$ cat src/rtl/reset_seq.sv
// reset_seq: chip-root reset sequencer. Holds N_OUT active-low domain resets
// for HOLD_CYCLES after reset, then releases them one at a time in ascending
// index order, GAP_CYCLES apart. A level request on i_req, seen through a
// SYNC_STAGES-deep synchroniser, re-asserts every output and restarts the
// sequence from the beginning.
module reset_seq #(
  parameter int unsigned N_OUT       = 4,
  parameter int unsigned SYNC_STAGES = 2,
  parameter int unsigned HOLD_CYCLES = 16,
  parameter int unsigned GAP_CYCLES  = 4
) (
  input  logic             i_clk,
  input  logic             i_rst,
  input  logic             i_req,
  output logic [N_OUT-1:0] o_rst_n,
  output logic             o_done
);

  localparam int unsigned MAX_CNT = (HOLD_CYCLES > GAP_CYCLES) ? HOLD_CYCLES : GAP_CYCLES;
  localparam int unsigned CNT_W   = $clog2(MAX_CNT + 1);
  localparam int unsigned IDX_W   = $clog2(N_OUT + 1);

  localparam logic [CNT_W-1:0] HOLD_CNT = CNT_W'(HOLD_CYCLES);
  localparam logic [CNT_W-1:0] GAP_CNT  = CNT_W'(GAP_CYCLES);
  localparam logic [IDX_W-1:0] LAST_IDX = IDX_W'(N_OUT);

  typedef enum logic {
    S_HOLD = 1'b0,
    S_REL  = 1'b1
  } state_e;

  state_e                 state_q, state_d;
  logic [CNT_W-1:0]       cnt_q, cnt_d;
  logic [IDX_W-1:0]       idx_q, idx_d;
  logic [N_OUT-1:0]       rst_n_q, rst_n_d;
  logic                   done_q, done_d;
  logic [SYNC_STAGES-1:0] sync_q, sync_d;

  logic                   req_s;
  logic [CNT_W-1:0]       cnt_inc;

  assign req_s   = sync_q[SYNC_STAGES-1];
  assign cnt_inc = cnt_q + CNT_W'(1);

  // Request synchroniser: keeps shifting even while a request is being served.
  always_comb begin
    sync_d = {sync_q[SYNC_STAGES-2:0], i_req};
  end

  // Sequencer next state: request clears everything, otherwise count and release.
  always_comb begin
    state_d = state_q;
    cnt_d   = cnt_q;
    idx_d   = idx_q;
    rst_n_d = rst_n_q;

    if (req_s) begin
      state_d = S_HOLD;
      cnt_d   = '0;
      idx_d   = '0;
      rst_n_d = '0;
    end else begin
      unique case (state_q)
        S_HOLD: begin
          if (cnt_inc == HOLD_CNT) begin
            rst_n_d[0] = 1'b1;
            idx_d      = IDX_W'(1);
            cnt_d      = '0;
            state_d    = S_REL;
          end else begin
            cnt_d = cnt_inc;
          end
        end
        S_REL: begin
          if (idx_q < LAST_IDX) begin
            if (cnt_inc == GAP_CNT) begin
              for (int unsigned i = 0; i < N_OUT; i++) begin
                if (idx_q == IDX_W'(i)) begin
                  rst_n_d[i] = 1'b1;
                end
              end
              idx_d = idx_q + IDX_W'(1);
              cnt_d = '0;
            end else begin
              cnt_d = cnt_inc;
            end
          end
        end
        default: begin
          state_d = S_HOLD;
          cnt_d   = '0;
          idx_d   = '0;
          rst_n_d = '0;
        end
      endcase
    end

    // Done tracks the outputs being registered this edge, so it rises with the last release.
    done_d = &rst_n_d;
  end

  // State registers with synchronous master reset.
  always_ff @(posedge i_clk) begin
    if (i_rst) begin
      sync_q  <= '0;
      state_q <= S_HOLD;
      cnt_q   <= '0;
      idx_q   <= '0;
      rst_n_q <= '0;
      done_q  <= 1'b0;
    end else begin
      sync_q  <= sync_d;
      state_q <= state_d;
      cnt_q   <= cnt_d;
      idx_q   <= idx_d;
      rst_n_q <= rst_n_d;
      done_q  <= done_d;
    end
  end

  assign o_rst_n = rst_n_q;
  assign o_done  = done_q;

endmodule
$ cat config.mk
export PLATFORM = sky130hd
export DESIGN_NAME = reset_seq
export DESIGN_NICKNAME = d
export VERILOG_FILES = /design/src/rtl/reset_seq.sv
export SDC_FILE = /design/constraint.sdc
export NUM_CORES = 1
export LEC_CHECK = 0
export BUFFER_PORTS_ARGS = -buffer_cell sky130_fd_sc_hd__buf_2
export CAP_MARGIN = 10
export CELL_PAD_IN_SITES_DETAIL_PLACEMENT = 1
export CELL_PAD_IN_SITES_GLOBAL_PLACEMENT = 2
export CORE_MARGIN = 2
export CORE_UTILIZATION = 37
export DETAILED_ROUTE_END_ITERATION = 10
export PLACE_DENSITY = 0.78
export RECOVER_POWER = 50
export SETUP_SLACK_MARGIN = 0.05
export SLEW_MARGIN = 20
export SYNTH_ARGS = -nofsm -noshare
export SYNTH_HDL_FRONTEND = slang
export SYNTH_SLANG_ARGS = --single-unit
$ cat constraint.sdc
create_clock -name i_clk -period 4.9 [get_ports i_clk]
set_input_delay 0.98 -clock i_clk [delete_from_list [all_inputs] [get_ports i_clk]]
set_output_delay 0.98 -clock i_clk [all_outputs]
set_load 0.005 [all_outputs]
==> impl_metrics.json <==
{
  "slew_headroom": 0.511,
  "whs_endpoint": "sync_q[1]",
  "cp_data_arrival_time_ps": 2420,
  "cts_made_buffers": 3,
  "setup_viol": 0,
  "cts.sinks": 16,
  "critPathKind": "flop to flop",
  "rrSetupSlack_ps": 2690,
  "seq_area_frac_synth": 0.374,
  "worst_pin_slew_ps": 733,
  "synth_warnings": 0,
  "r2r-start": "cnt_q[0]",
  "gp_congestion": 0.785,
  "grt_pass1_wl_um": 3080,
  "fmax_ghz": 0.452,
  "hpwlAfterDp_um": 1280,
  "synthCells": 95,
  "cts_tree": "built",
  "htree_levels": 1,
  "ys_seq_elements": 16,
  "io_pins": 8,
  "clock_path_buffers": 2,
  "cp_num_buf_inv": 0,
  "grt_pass1_vias": 690,
  "setup-tns-final_ps": 0,
  "dieWidth_um": 52.1,
  "post-route-drc-count": 0,
  "die-area_um2": 2720,
  "synth-edff-count": 0,
  "post_cts.repair.setup_buffers": 0,
  "ant_nets": 0,
  "rsz0062_at_grt": "false",
  "cts.repair.resized": 0,
  "place_ws_ps": 2710,
  "finalCritPeriodShare": 0.452,
  "maxCapViolCount": 0,
  "gr-total-overflow": 0,
  "path_cells": "ha_1, xnor2_1, a2111o_1, nand2b_4, o221a_2, nor4_2",
  "dr.pass1.iters": 4,
  "p_leak_nw": 0.359,
  "fin_crit_ps": 2210,
  "grt_use_total": 0.155,
  "cts_root_buffer": "clkbuf_4",
  "netlist_area_um2": 857,
  "finalHoldViolCount": 0,
  "num_antenna_cells": 0,
  "path_clk_slew_ps": 90,
  "drt_iter0_drc": 9,
  "synth_flop_cell": "dfxtp_1",
  "hold_depth": 1,
  "hold_class": "flop to flop",
  "die_h_um": 52.1,
  "r2r_cells": 6,
  "num_vias": 688,
  "synthArstFlopShare": 0,
  "clk_latency_ps": 280,
  "wl_met2_um": 828,
  "reg2reg_to": "o_done",
  "layout_common_cells": "16 x dfxtp_1, 7 x nor2_1, 7 x ha_1",
  "slew_violations": 0,
  "final_common_cell": "dfxtp_1",
  "highest_layer": "met4",
  "portBuffers": 7,
  "hold_buffers": 0,
  "met1Wirelength_um": 831,
  "layout-drive-gt1-share": 0.120,
  "syn-num-nets": 105,
  "grt_max_degree": 14,
  "synth_area_leaders": "dfxtp_1 37%, ha_1 10%, nor2_1 3.1%",
  "syn_avg_cell_area_um2": 9.02,
  "setup_slack_ps": 2690,
  "core-area_um2": 2190,
  "cp_slowest_cell": "dfxtp_1",
  "startpoint_type": "flop",
  "holdWs_ps": 462,
  "wirelength_um": 1710,
  "final_nets": 111,
  "fin_skew_ps": 1.38,
  "critPathMaxFanout": 9,
  "outcome": "complete, no violations",
  "ir_drop_mv": 0.124,
  "cp.required_ps": 5100,
  "slowest_delay_ps": 480,
  "antenna_found_initial": 0,
  "pwr_density_cell_nw_per_um2": 254,
  "yosys.area.top_type_share": 0.374,
  "setup.worst_path.end_class": "flop",
  "ys_types": 38,
  "wl_per_cell_um": 13.3,
  "crit_family": "compound AO/OA/AOI/OAI gates",
  "syn_to_final_growth_pct": 8.18,
  "via_per_inst": 5.38,
  "row_count": 17,
  "synth_area_leader_cell": "dfxtp_1",
  "dr_wl_met3_um": 29,
  "start_util": 0.391,
  "min_from": "sync_q[0]"
}
==> final cells by class <==
class                           instances  area, um2
Sequential cell                        16        320
Clock buffer                            4       36.3
Timing Repair Buffer                    7       31.3
Fill cell                             267       1260
Multi-Input combinational cell         67        482
Tap cell                               28       35.0
Inverter                                6       22.5
==> cell usage after synthesis, types with 2 or more instances <==
cell	instances
nand2b_1	2
a221oi_1	2
nor2_1	7
xor2_1	3
dfxtp_1	16
inv_1	6
nand2_1	5
nor3_1	2
o21ai_0	3
clkbuf_1	3
nor2b_1	2
ha_1	7
nand4_1	3
buf_2	2
a31oi_1	3
nand3_1	3
a21oi_1	5
==> power by group <==
group | switching [mW] | leakage, nW | internal (mW)
combinational | 0.00690 | 0.208 | 0.00514
clock | 0.0407 | 0.0210 | 0.0452
sequential | 0.00466 | 0.130 | 0.133
==> flip-flops by register name (all words and copies together), names as in the netlist <==
name and count:
o_done 1, cnt_q 5, sync_q 2, idx_q 3, o_rst_n 4, state_q 1
==> kinds of logic (layout without fill, tap and decap cells) <==
kind of cell	count (synthesis)	after routing	synth area share
DFF	16	16	0.374
xor gates and xnor gates	4	4	0.0409
muxes	1	1	0.0117
buffers and inverters	12	17	0.0642
and+or+nand+nor	34	34	0.232
AOI/OAI and AO/OA	21	21	0.175
adders and majority gates	7	7	0.102
==> metal layers <==
| metal | vias to the layer above | track usage |
|---|---|---|
| li1 | 351 | - |
| met5 | - | 0 |
| met1 | 328 | 0.195 |
| met3 | 2 | 0.0172 |
| met4 | 0 | 0.0897 |
| met2 | 7 | 0.253 |
==> per-stage QoR <==
step	std cells	cell area [um2]	utilization	power [mW]
floorplan	95	857	-	0.149
global placement	124	895	0.408	0.152
detailed placement	124	895	0.408	0.153
CTS	128	931	0.425	0.242
global route	128	927	0.423	0.249
finish	128	927	0.423	0.235
==> worst max path at each step <==
stage              from     end  slack (ps)  depth (start not counted)
2_1_floorplan  cnt_q[0]  o_done        2930                          7
3_3_place_gp   cnt_q[0]  o_done        2780                          6
3_5_place_dp   cnt_q[0]  o_done        2710                          6
4_1_cts        cnt_q[0]  o_done        2660                          6
5_1_grt        cnt_q[0]  o_done        2470                          6
6_report       cnt_q[0]  o_done        2690                          6
No activity file was read; power rests on OpenSTA's default activity.
